## src/rtl/udt_pkg.sv

```systemverilog
// Shared UDT definitions: control-type codes, routing destinations and the
// receive dispatcher FSM states.
package udt_pkg;

  localparam logic [14:0] UDT_CT_HANDSHAKE = 15'h0000;
  localparam logic [14:0] UDT_CT_KEEPALIVE = 15'h0001;
  localparam logic [14:0] UDT_CT_ACK       = 15'h0002;
  localparam logic [14:0] UDT_CT_NAK       = 15'h0003;
  localparam logic [14:0] UDT_CT_SHUTDOWN  = 15'h0005;
  localparam logic [14:0] UDT_CT_ACK2      = 15'h0006;
  localparam logic [14:0] UDT_CT_DROPREQ   = 15'h0007;
  localparam logic [14:0] UDT_CT_USERDEF   = 15'h7FFF;

  typedef enum logic [1:0] {
    DST_HS,
    DST_CTRL,
    DST_DATA,
    DST_DROP
  } udt_dst_e;

  typedef enum logic [1:0] {
    ST_HDR,
    ST_FWD,
    ST_DROP
  } udt_rx_state_e;

  // Handshake is deliberately excluded: it has its own destination.
  function automatic logic is_ctrl_type(input logic [14:0] ct);
    case (ct)
      UDT_CT_KEEPALIVE, UDT_CT_ACK, UDT_CT_NAK, UDT_CT_SHUTDOWN,
      UDT_CT_ACK2, UDT_CT_DROPREQ, UDT_CT_USERDEF: is_ctrl_type = 1'b1;
      default:                                      is_ctrl_type = 1'b0;
    endcase
  endfunction

endpackage

```

## src/rtl/udt_rx_dispatcher_if.sv

```systemverilog
// AXI-stream bundle used for the dispatcher input and its three output streams.
interface udt_rx_dispatcher_if #(
  parameter int DATA_W = 64,
  parameter int KEEP_W = 8
);
  logic [DATA_W-1:0] tdata;
  logic [KEEP_W-1:0] tkeep;
  logic              tvalid;
  logic              tready;
  logic              tlast;

  modport master (output tdata, output tkeep, output tvalid, output tlast, input tready);
  modport slave  (input tdata, input tkeep, input tvalid, input tlast, output tready);
endinterface

```

## src/rtl/udt_hdr_decode.sv

```systemverilog
// Combinational classification of UDT header word 0 (upper half) and the
// header-word byte enables into a routing destination.
module udt_hdr_decode
  import udt_pkg::*;
(
  input  logic [15:0] w0_hi,
  input  logic [3:0]  keep_hi,
  output udt_dst_e    dst
);

  always_comb begin
    dst = DST_DROP;
    // A header whose first word is not fully present cannot be trusted.
    if (keep_hi != 4'hF) begin
      dst = DST_DROP;
    end else if (!w0_hi[15]) begin
      dst = DST_DATA;
    end else if (w0_hi[14:0] == UDT_CT_HANDSHAKE) begin
      dst = DST_HS;
    end else if (is_ctrl_type(w0_hi[14:0])) begin
      dst = DST_CTRL;
    end
  end

endmodule

```

## src/rtl/udt_rx_dispatcher.sv

```systemverilog
// UDT receive dispatcher: routes whole packets to handshake, control or data
// streams through one shared output slice. Optional stats: UDT_RX_STATS_EN.
module udt_rx_dispatcher
  import udt_pkg::*;
#(
  parameter int DATA_W     = 64,
  parameter int KEEP_W     = 8,
  parameter int DROP_CNT_W = 16
) (
  input  logic                  core_clk,
  input  logic                  core_rst_n,
  udt_rx_dispatcher_if.slave    rx,
  udt_rx_dispatcher_if.master   handshake,
  udt_rx_dispatcher_if.master   ctrl,
  udt_rx_dispatcher_if.master   data,
  output logic [14:0]           ctrl_type,
  output logic                  rsp_pulse,
`ifdef UDT_RX_STATS_EN
  output logic [31:0]           hs_cnt,
  output logic [31:0]           ctrl_cnt,
  output logic [31:0]           data_cnt,
`endif
  output logic [DROP_CNT_W-1:0] drop_cnt
);

  udt_rx_state_e     state_q, state_d;
  udt_dst_e          fwd_dst_q;
  udt_dst_e          hdr_dst_p0;
  udt_dst_e          beat_dst_p0;

  logic              vld_p1;
  udt_dst_e          dst_p1;
  logic [DATA_W-1:0] tdata_p1;
  logic [KEEP_W-1:0] tkeep_p1;
  logic              tlast_p1;

  logic              dest_tready;
  logic              slice_rdy;
  logic              accept_p0;
  logic              hdr_acc_p0;
  logic              load_p0;

  udt_hdr_decode u_hdr_decode (
    .w0_hi   (rx.tdata[63:48]),
    .keep_hi (rx.tkeep[7:4]),
    .dst     (hdr_dst_p0)
  );

  // Input stage: pick destination for this beat and decide accept/load.
  assign beat_dst_p0 = (state_q == ST_HDR) ? hdr_dst_p0 : fwd_dst_q;

  always_comb begin
    dest_tready = 1'b1;
    case (dst_p1)
      DST_HS:   dest_tready = handshake.tready;
      DST_CTRL: dest_tready = ctrl.tready;
      DST_DATA: dest_tready = data.tready;
      default:  dest_tready = 1'b1;
    endcase
  end

  assign slice_rdy  = !vld_p1 || dest_tready;
  assign rx.tready  = (state_q == ST_DROP) || slice_rdy;
  assign accept_p0  = rx.tvalid && rx.tready;
  assign hdr_acc_p0 = accept_p0 && (state_q == ST_HDR);
  assign load_p0    = accept_p0 && (state_q != ST_DROP) && (beat_dst_p0 != DST_DROP);

  always_comb begin
    state_d = state_q;
    if (accept_p0) begin
      case (state_q)
        ST_HDR: begin
          if (!rx.tlast) state_d = (hdr_dst_p0 == DST_DROP) ? ST_DROP : ST_FWD;
        end
        ST_FWD, ST_DROP: begin
          if (rx.tlast) state_d = ST_HDR;
        end
        default: state_d = ST_HDR;
      endcase
    end
  end

  always_ff @(posedge core_clk or negedge core_rst_n) begin
    if (!core_rst_n) begin
      state_q   <= ST_HDR;
      fwd_dst_q <= DST_DROP;
    end else begin
      state_q <= state_d;
      if (hdr_acc_p0) fwd_dst_q <= hdr_dst_p0;
    end
  end

  // Output slice stage: loads and unloads in the same cycle at full rate.
  always_ff @(posedge core_clk or negedge core_rst_n) begin
    if (!core_rst_n) begin
      vld_p1   <= 1'b0;
      dst_p1   <= DST_DROP;
      tdata_p1 <= '0;
      tkeep_p1 <= '0;
      tlast_p1 <= 1'b0;
    end else if (load_p0) begin
      vld_p1   <= 1'b1;
      dst_p1   <= beat_dst_p0;
      tdata_p1 <= rx.tdata;
      tkeep_p1 <= rx.tkeep;
      tlast_p1 <= rx.tlast;
    end else if (vld_p1 && dest_tready) begin
      vld_p1 <= 1'b0;
    end
  end

  always_ff @(posedge core_clk or negedge core_rst_n) begin
    if (!core_rst_n) begin
      rsp_pulse <= 1'b0;
      drop_cnt  <= '0;
      ctrl_type <= '0;
    end else begin
      rsp_pulse <= hdr_acc_p0 && (hdr_dst_p0 != DST_DROP);
      if (hdr_acc_p0 && (hdr_dst_p0 == DST_DROP)) drop_cnt <= drop_cnt + 1'b1;
      if (hdr_acc_p0 && (hdr_dst_p0 == DST_CTRL)) ctrl_type <= rx.tdata[62:48];
    end
  end

`ifdef UDT_RX_STATS_EN
  always_ff @(posedge core_clk or negedge core_rst_n) begin
    if (!core_rst_n) begin
      hs_cnt   <= '0;
      ctrl_cnt <= '0;
      data_cnt <= '0;
    end else if (hdr_acc_p0) begin
      if (hdr_dst_p0 == DST_HS)   hs_cnt   <= hs_cnt + 32'd1;
      if (hdr_dst_p0 == DST_CTRL) ctrl_cnt <= ctrl_cnt + 32'd1;
      if (hdr_dst_p0 == DST_DATA) data_cnt <= data_cnt + 32'd1;
    end
  end
`endif

  assign handshake.tvalid = vld_p1 && (dst_p1 == DST_HS);
  assign handshake.tdata  = tdata_p1;
  assign handshake.tkeep  = tkeep_p1;
  assign handshake.tlast  = tlast_p1;

  assign ctrl.tvalid = vld_p1 && (dst_p1 == DST_CTRL);
  assign ctrl.tdata  = tdata_p1;
  assign ctrl.tkeep  = tkeep_p1;
  assign ctrl.tlast  = tlast_p1;

  assign data.tvalid = vld_p1 && (dst_p1 == DST_DATA);
  assign data.tdata  = tdata_p1;
  assign data.tkeep  = tkeep_p1;
  assign data.tlast  = tlast_p1;

endmodule

```

## src/flat_wrapper.sv

```systemverilog
// flat-port wrapper written by rule: the top's interface ports become plain ports
module udt_rx_dispatcher_flat import udt_pkg::*;
#(
  parameter int DATA_W     = 64,
  parameter int KEEP_W     = 8,
  parameter int DROP_CNT_W = 16
)
  (core_clk, core_rst_n, ctrl_type, rsp_pulse, drop_cnt, rx_tdata, rx_tkeep, rx_tvalid, rx_tlast, rx_tready, handshake_tdata, handshake_tkeep, handshake_tvalid, handshake_tlast, handshake_tready, ctrl_tdata, ctrl_tkeep, ctrl_tvalid, ctrl_tlast, ctrl_tready, data_tdata, data_tkeep, data_tvalid, data_tlast, data_tready);
  udt_rx_dispatcher_if #(.DATA_W(DATA_W), .KEEP_W(KEEP_W)) rx_i ();
  udt_rx_dispatcher_if #(.DATA_W(DATA_W), .KEEP_W(KEEP_W)) handshake_i ();
  udt_rx_dispatcher_if #(.DATA_W(DATA_W), .KEEP_W(KEEP_W)) ctrl_i ();
  udt_rx_dispatcher_if #(.DATA_W(DATA_W), .KEEP_W(KEEP_W)) data_i ();
  input  logic core_clk;
  input  logic core_rst_n;
  output logic [14:0] ctrl_type;
  output logic rsp_pulse;
  output logic [DROP_CNT_W-1:0] drop_cnt;
  input wire logic [$bits(rx_i.tdata)-1:0] rx_tdata;
  input wire logic [$bits(rx_i.tkeep)-1:0] rx_tkeep;
  input wire logic [$bits(rx_i.tvalid)-1:0] rx_tvalid;
  input wire logic [$bits(rx_i.tlast)-1:0] rx_tlast;
  output wire logic [$bits(rx_i.tready)-1:0] rx_tready;
  output wire logic [$bits(handshake_i.tdata)-1:0] handshake_tdata;
  output wire logic [$bits(handshake_i.tkeep)-1:0] handshake_tkeep;
  output wire logic [$bits(handshake_i.tvalid)-1:0] handshake_tvalid;
  output wire logic [$bits(handshake_i.tlast)-1:0] handshake_tlast;
  input wire logic [$bits(handshake_i.tready)-1:0] handshake_tready;
  output wire logic [$bits(ctrl_i.tdata)-1:0] ctrl_tdata;
  output wire logic [$bits(ctrl_i.tkeep)-1:0] ctrl_tkeep;
  output wire logic [$bits(ctrl_i.tvalid)-1:0] ctrl_tvalid;
  output wire logic [$bits(ctrl_i.tlast)-1:0] ctrl_tlast;
  input wire logic [$bits(ctrl_i.tready)-1:0] ctrl_tready;
  output wire logic [$bits(data_i.tdata)-1:0] data_tdata;
  output wire logic [$bits(data_i.tkeep)-1:0] data_tkeep;
  output wire logic [$bits(data_i.tvalid)-1:0] data_tvalid;
  output wire logic [$bits(data_i.tlast)-1:0] data_tlast;
  input wire logic [$bits(data_i.tready)-1:0] data_tready;
  assign rx_i.tdata = rx_tdata;
  assign rx_i.tkeep = rx_tkeep;
  assign rx_i.tvalid = rx_tvalid;
  assign rx_i.tlast = rx_tlast;
  assign rx_tready = rx_i.tready;
  assign handshake_tdata = handshake_i.tdata;
  assign handshake_tkeep = handshake_i.tkeep;
  assign handshake_tvalid = handshake_i.tvalid;
  assign handshake_tlast = handshake_i.tlast;
  assign handshake_i.tready = handshake_tready;
  assign ctrl_tdata = ctrl_i.tdata;
  assign ctrl_tkeep = ctrl_i.tkeep;
  assign ctrl_tvalid = ctrl_i.tvalid;
  assign ctrl_tlast = ctrl_i.tlast;
  assign ctrl_i.tready = ctrl_tready;
  assign data_tdata = data_i.tdata;
  assign data_tkeep = data_i.tkeep;
  assign data_tvalid = data_i.tvalid;
  assign data_tlast = data_i.tlast;
  assign data_i.tready = data_tready;
  udt_rx_dispatcher #(.DATA_W(DATA_W), .KEEP_W(KEEP_W), .DROP_CNT_W(DROP_CNT_W)) u_core (.core_clk(core_clk), .core_rst_n(core_rst_n), .rx(rx_i), .handshake(handshake_i), .ctrl(ctrl_i), .data(data_i), .ctrl_type(ctrl_type), .rsp_pulse(rsp_pulse), .drop_cnt(drop_cnt));
endmodule
```

## config.mk

```make
export PLATFORM = sky130hd
export DESIGN_NAME = udt_rx_dispatcher_flat
export DESIGN_NICKNAME = d
export VERILOG_FILES = /design/src/rtl/udt_pkg.sv /design/src/rtl/udt_rx_dispatcher_if.sv /design/src/rtl/udt_hdr_decode.sv /design/src/rtl/udt_rx_dispatcher.sv /design/src/flat_wrapper.sv
export SDC_FILE = /design/constraint.sdc
export NUM_CORES = 1
export LEC_CHECK = 0
export CAP_MARGIN = 5
export CORE_AREA = 2 2 128 130
export DETAILED_ROUTE_END_ITERATION = 7
export DIE_AREA = 0 0 130 132
export PLACE_DENSITY = 0.78
export SLEW_MARGIN = 20
export SYNTH_ARGS = -nofsm -noshare
export SYNTH_HDL_FRONTEND = slang
export SYNTH_HIERARCHICAL = 1
export SYNTH_SLANG_ARGS = --single-unit
```

## constraint.sdc

```tcl
create_clock -name core_clk -period 5 [get_ports core_clk]
set_input_delay 0.75 -clock core_clk [delete_from_list [all_inputs] [get_ports core_clk]]
set_output_delay 0.75 -clock core_clk [all_outputs]
set_load 0.02 [all_outputs]
```

==> metrics.md, run 1 <==
| Metric | Value |
|---|---|
| Vias in the first global route | 4019 |
| RePlAce Congestion | a little under 0.9 |
| Slew @ Worst Pin | roughly 0.94 ns |
| Fraction of registers with async set/reset | 100.0% |
| Worst-Skew Late Latency | 0.35 ns |
| Mapped cell area | between 5000 and 6000 um^2 |
| Fillers | roughly 1300 |
| Wire length per cell | 17.70 um |
| Syn Nets | 546 |
| Layout cells sized above 1 | 18.42% |
| Largest stage delay, worst path | 0.55 ns |
| Post-route setup TNS | 0 ns |
| Slew HR | 37.38% |
| DR vias/cell | 4.627 |
| Static leakage | roughly 3.5 nW |
| Final setup vio count | 0 |
| Synth warnings | 6 |
| I/O pins | around 330 |
| Clock Skews | 0.009803 ns |
| Area growth, synth to finish | 47.51% |
| VDD IR max | around 0.32 mV |
| Crit path DAT | 3.77 ns |
| Minimum clock period | 3.541 ns |
| Top cells by area, synth | dfrtp_1 47%, buf_4 19%, mux2_2 16% |
| Cells after DPL | 857 |
| Clock share of power | a little under an eighth |
| Final Hold Fails | 0 |
| Switch share | 41.67% |
| Largest net degree at the start of global routing | 70 |
| Number of setup buffers added after CTS | 0 |
| Status | complete, no violations |
| CP top delay family | buffers and inverters |
| Iter 0 DRT Violations | between 100 and 150 |
| Initial antenna violation count | 1 |
| Die area | 17160 um^2 |
| Crit end category | register |
| WL final | 15470 um |
| Die Wd | 130 um |
| Final net count | approximately 730 |
| RSZ-0062 raised after global routing | no |
| Post-CTS sizing | 0 |
| Setup crit start kind | primary input |
| Overflow after GRT | 0 |
| CTS sink count | 112 |
| Hold WC Path Type | primary input to asynchronous set/reset pin |
| Total CTS buffers | 9 |
| Fin crit share | ~70% |
| Max cap viols | 0 |
| Sequential Power Share | 27.0% |
| #FFs+latches synth | 112 |
| CTS tree | yes |
| Fmax | roughly 0.28 GHz |
| Critical-path top delay cell | clkdlybuf4s50_1 |
| Cells after Synth | 464 |
| GR Util All Layers | 17.39% |
| CP cell instances | clkdlybuf4s50_1, nand4_1, or4_1, a211o_1, and3_1, a211oi_4, buf_4, mux2_2 |
| First-pass GRT wire length | 23000 um |
| Worst-path clk slew | 0.08 ns |
| Critical path class | primary input to register |
| # DRC | 0 |
| Combinational share of power | about 60% |
| Die Y-Extent | 132 um |
| Largest area contributor in the netlist | dfrtp_1 |
| DR pass1 iterations | 4 |
| Worst Setup SP | rx_tdata[55] |
| Pwr dens | ~700 nW/um^2 |
| # rows | 46 |
| Worst-case clock buffer depth | 2 |
| Reg2reg setup slack | 2.42 ns |
| H-tree Lvls | 3 |
| CTS Hold Bufs | 0 |
| Worst reg2reg path depth | 6 |
| Yosys cell types | 39 |
| Top FF cell, synth | dfrtp_1 |
| Root Driver | clkbuf_16 |
| Share of the synthesized area in the top cell type | between 40% and 50% |
| Post-synth EDFFs | 0 |
| Synthesized area per cell | 12.46 um^2 |
| IO Port Bufs | 333 |
| Switching Power | around 2.6 mW |
| Reg2reg end | u_core/ctrl_type[3] |
| Worst Path Required | 5.23 ns |
| Initial core utilization | between 30% and 40% |
| Internal | 3.579 mW |
| Seq/Total Area, Yosys | about half |
| Core footprint | 15710 um^2 |
| Final cell count without fillers | between 800 and 900 |
| Via count | 4044 |
| Bufs and invs on worst path | 2 |
| Largest fanout on the critical path | 41 |
| Detailed Place HPWL | 11960 um |
| R2R Path Start | u_core/state_q[0] |
| Max-slew violation count | 0 |
| Post-route antenna net violation count | 0 |
==> power by group through the flow <==
stage / Combinational [mW] / Sequential, mW / Clock (mW)
floorplan: 2.18 / 1.96 / 0
global placement: 3.72 / 1.64 / 0
detailed placement: 3.77 / 1.68 / 0
CTS: 3.78 / 1.67 / 0.763
global route: 3.91 / 1.72 / 0.799
finish: 3.74 / 1.66 / 0.734
==> placed cells by master (no fill, tap or decap), types with 2 or more instances in the layout <==
cell,n
nor2_1,4
xnor2_1,11
nand3b_1,3
nor4_1,6
inv_6,2
a21o_1,2
and4_1,3
dfrtp_1,108
mux2i_1,3
nand3_1,6
nand4_1,14
clkdlybuf4s50_1,332
clkinvlp_4,2
inv_1,8
ha_1,3
and2_1,2
clkbuf_16,9
dfstp_2,4
buf_4,4
mux2_2,84
xor2_1,4
a22o_1,2
mux2_4,10
a32o_1,2
and3_1,5
nor3_1,2
nand2_1,7
==> registers in the layout, summed over array words and instances, names as in the netlist <==
| register | count |
|---|---|
| u_core/ctrl.tdata | 64 |
| u_core/ctrl.tkeep | 8 |
| u_core/ctrl.tlast | 1 |
| u_core/ctrl_type | 15 |
| u_core/drop_cnt | 16 |
| u_core/dst_p1 | 2 |
| u_core/fwd_dst_q | 2 |
| u_core/rsp_pulse | 1 |
| u_core/state_q | 2 |
| u_core/vld_p1 | 1 |
==> cell type report <==
cell class,instances,area (um^2),area share [%]
Antenna cell,1,2.502,0.02933
Clock buffer,10,229.0,2.684
Clock inverter,6,73.82,0.8654
Inverter,8,30.03,0.3520
Multi-Input combinational cell,185,1764,20.68
Sequential cell,112,2808,32.91
Tap cell,216,270.3,3.168
Timing Repair Buffer,336,3353,39.31
==> logic make-up (layout without fill, tap and decap cells) <==
family | count (synthesis) | after routing | synth area share, %
multiplexers | 97 | 97 | 19.47
flip-flops | 112 | 112 | 48.55
AO/OA/AOI/OAI | 11 | 11 | 1.817
adder cells (fa/ha/maj) | 3 | 3 | 0.6491
other | 0 | 1 | 0
buffers and inverters | 167 | 360 | 21.07
XOR/XNOR | 15 | 15 | 2.272
AND/OR/NAND/NOR | 59 | 59 | 6.166
==> stage by stage <==
step                      utilization [%]  hold WS [ns]  power, mW  instance area [um^2]  worst slack (ns)
after detailed placement            52.35        0.4635      5.449                  8225             1.106
after global placement              52.35        0.4577      5.369                  8225             1.159
final                               54.29        0.4788      6.136                  8531             1.459
after CTS                           54.28        0.4802      6.212                  8528             1.485
after global routing                54.28        0.5099      6.431                  8528             1.351
after floorplan                         -        0.4544      4.142                  5783             2.043
==> synth_stat cells (2+ instances only) <==
cell	n
mux2_2	84
dfrtp_1	108
and4_1	3
nand4_1	14
and2_1	2
dfstp_2	4
nand3_1	6
a22o_1	2
xor2_1	4
buf_4	150
nand2_1	7
mux2i_1	3
nor3_1	2
ha_1	3
nor2_1	4
and3_1	5
mux2_4	10
nand3b_1	3
xnor2_1	11
inv_1	8
clkbuf_1	3
a21o_1	2
a32o_1	2
nor4_1	6
buf_2	4
==> worst max path at each step <==
stage / end / slack [ns] / cells after the start
3_3_place_gp: u_core/ctrl.tdata[7] / 1.16 / 8
2_1_floorplan: u_core/ctrl.tdata[0] / 2.04 / 8
3_5_place_dp: u_core/ctrl.tdata[12] / 1.11 / 8
6_report: u_core/ctrl.tdata[12] / 1.46 / 8
4_1_cts: u_core/ctrl.tdata[12] / 1.48 / 8
5_1_grt: u_core/ctrl.tdata[12] / 1.35 / 8
==> routing by layer <==
layer	routed length [um]	global-route usage, %	vias to the layer above
met5	0	0	-
met4	359	7.109	0
met3	1022	3.612	22
met2	8273	31.59	183
met1	5817	19.54	2016
li1	-	-	1823
No activity file was read; power rests on OpenSTA's default activity.
==> run 2, diff against run 1 <==
Settings changed: CORE_AREA 2 2 128 130 to default, CORE_ASPECT_RATIO from default to 0.7, CORE_MARGIN from default to 2, CORE_UTILIZATION from default to 39, DIE_AREA 0 0 130 132 to default, PLACE_DENSITY 0.78 to 0.82.
Clock period 5 ns to 3.4 ns, I/O delays scaled along.
==> metrics.md, run 2 (synthesis gave the netlist of run 1 again) <==
| Metric | Value |
|---|---|
| Status | complete, no violations |
| Reg2reg setup slack | 1.13 ns (-1.29 ns) |
| Hold WC Path Type | primary input to asynchronous set/reset pin |
| Detailed Place HPWL | 11590 um (-3.1%) |
| Combinational share of power | 61.2% (+0.2 points) |
| Final Hold Fails | 0 (unchanged) |
| Switching Power | 3.760 mW (+47%) |
| Die area | 15830 um^2 (-7.7%) |
| Switch share | 41.50% (-0.18 points) |
| CTS tree | yes |
| I/O pins | 334 (unchanged) |
| Worst Path Required | 3.64 ns (-1.59 ns) |
| GR Util All Layers | 18.38% (+0.99 points) |
| Fmax | 0.3283 GHz |
| Fin util | 59.37% (+5.1 points) |
| Critical path class | primary input to register |
| Core footprint | 14580 um^2 (-7.2%) |
| Root Driver | clkbuf_16 |
| H-tree Lvls | 3 (unchanged) |
| DR pass1 iterations | 6 (+2) |
| # DRC | 0 (unchanged) |
| Largest net degree at the start of global routing | 60 (-14%) |
| RSZ-0062 raised after global routing | no |
| WL met2 | 7819 um (-5.5%) |
| WL final | 14830 um (-4.2%) |
| Overflow after GRT | 0 (unchanged) |
| # rows | 37 (-20%) |
| Initial core utilization | 39.66% (+2.9 points) |
| Worst-Skew Late Latency | 0.35 ns (about the same) |
| Most frequent cells in the layout | 332 x clkdlybuf4s50_1, 108 x dfrtp_1, 84 x mux2_2, 14 x nand4_1, 13 x buf_4 |
| M1 WL | 5660 um (-2.7%) |
| Via count | 4060 (+0.40%) |
| Ant diodes | 0 (-1) |
| Clock share of power | 12.1% (about the same) |
| Post-CTS sizing | 0 (unchanged) |
| Number of setup buffers added after CTS | 0 (unchanged) |
| CTS sink count | 112 (unchanged) |
| Slew HR | 48.71% (+11 points) |
| Worst-path clk slew | 0.08 ns (about the same) |
| Initial antenna violation count | 0 (-1) |
| Clock Skews | 0.006553 ns (-0.003250 ns) |
| CP cell instances | clkdlybuf4s50_1, nand4_1, or4_1, a211o_1, and3_1, a211oi_4, buf_4, mux2_2 |
| IO Port Bufs | 333 (unchanged) |
| DR vias/cell | 4.694 (+1.4%) |
| Sequential Power Share | 26.7% (-0.3 points) |
| Area growth, synth to finish | 49.70% |
| VDD IR max | 0.5442 mV (+72%) |
| Crit path DAT | 3.29 ns (-0.48 ns) |
| Wire length per cell | 17.14 um (-3.2%) |
| Setup crit start kind | primary input |
| Max-slew violation count | 0 (unchanged) |
| Die Y-Extent | 105.9 um (-20%) |
| Worst-case clock buffer depth | 2 (unchanged) |
| Crit end category | register |
| Met3 wire length | 1077 um (+5.4%) |
| Minimum clock period | 3.046 ns |
| Max Used Layer | met4 |
| Max reg flops | 64 (unchanged) |
| Largest stage delay, worst path | 0.54 ns (about the same) |
| Total CTS buffers | 9 (unchanged) |
| Most common cell after layout, fill and taps aside | clkdlybuf4s50_1 |
| Fin crit share | between 80% and 90% |
| RePlAce Congestion | 0.8705 (-0.96%) |
| Final net count | 747 (+1.8%) |
| Slew @ Worst Pin | 0.7693 ns (-0.1694 ns) |
| Final setup vio count | 0 (unchanged) |
| Critical-path top delay cell | clkdlybuf4s50_1 |
| Fin Hold WS | 0.2214 ns (-0.2574 ns) |
| First-pass GRT wire length | 22670 um (-1.4%) |
| Vias in the first global route | 4211 (+4.8%) |
| Max cap viols | 0 (unchanged) |
| Layout cells sized above 1 | 20.15% (+1.7 points) |
| Largest fanout on the critical path | 15 (-63%) |
| Die Wd | 149.5 um (+15%) |
| Internal | 5.301 mW (+48%) |
| Static leakage | 3.539 nW (+2.5%) |
| Post-route antenna net violation count | 0 (unchanged) |
| Pwr dens | 1047 nW/um^2 (+46%) |
| Iter 0 DRT Violations | 152 (+15%) |
| CTS Hold Bufs | 0 (unchanged) |
run 2: cell count changes in the layout (fill, tap and decap cells not counted), sizes merged:
cell,before,now
buf,4,17
clkbuf,10,9
inv,11,12
clkinvlp,2,0
clkinv,0,2
diode,1,0
run 2: final timing paths:
path,cells after the start,start,to
worst max-delay path,8,rx_tdata[52],u_core/ctrl.tkeep[0]
worst min-delay path,1,core_rst_n,u_core/ctrl.tdata[47]
worst max register to register,7,u_core/state_q[0],u_core/ctrl_type[4]
worst min register to register,1,u_core/drop_cnt[15],u_core/drop_cnt[15]
max in group asynchronous,2,core_rst_n,u_core/fwd_dst_q[1]
min in group core_clk,1,u_core/drop_cnt[15],u_core/drop_cnt[15]
run 2: power by group through the flow:
| stage | Sequential, mW | Clock (mW) | Combinational (mW) |
|---|---|---|---|
| 4_1_cts | 2.44 | 1.13 | 5.59 |
| 6_report | 2.42 | 1.10 | 5.54 |
| 3_5_place_dp | 2.45 | 0 | 5.58 |
| 5_1_grt | 2.52 | 1.19 | 5.77 |
| 2_1_floorplan | 2.89 | 0 | 3.20 |
| 3_3_place_gp | 2.41 | 0 | 5.52 |
run 2: cell type report:
type / count / area (um^2)
Tap cell: 195 / 244.0
Multi-Input combinational cell: 185 / 1764
Fill cell: 1155 / 5926
Clock inverter: 7 / 85.08
Timing Repair Buffer: 349 / 3501
Sequential cell: 112 / 2808
Clock buffer: 9 / 225.2
Inverter: 8 / 30.03
run 2: critical path: cells and delay by family:
kind / cells / cell delay [ns]
AND/OR/NAND/NOR: 3 / 0.90
multiplexers: 1 / 0.36
buffers and inverters: 2 / 0.83
AO/OA/AOI/OAI: 2 / 0.69
run 2: routing by layer:
layer | GRT usage, % | vias to the layer above
met5 | 0 | -
met4 | 5.850 | 0
met3 | 5.065 | 21
met2 | 33.75 | 175
met1 | 20.53 | 2010
li1 | - | 1854
run 2: stage by stage:
step	instances	instance area, um^2	worst slack [ns]	power, mW	setup TNS, ns
3_3_place_gp	849	8347	0.03311	7.930	0
5_1_grt	865	8657	0.2702	9.475	0
6_report	865	8657	0.3544	9.062	0
3_5_place_dp	849	8347	-0.01190	8.031	-0.07862
2_1_floorplan	464	5783	0.6832	6.091	0
4_1_cts	865	8657	0.3657	9.164	0
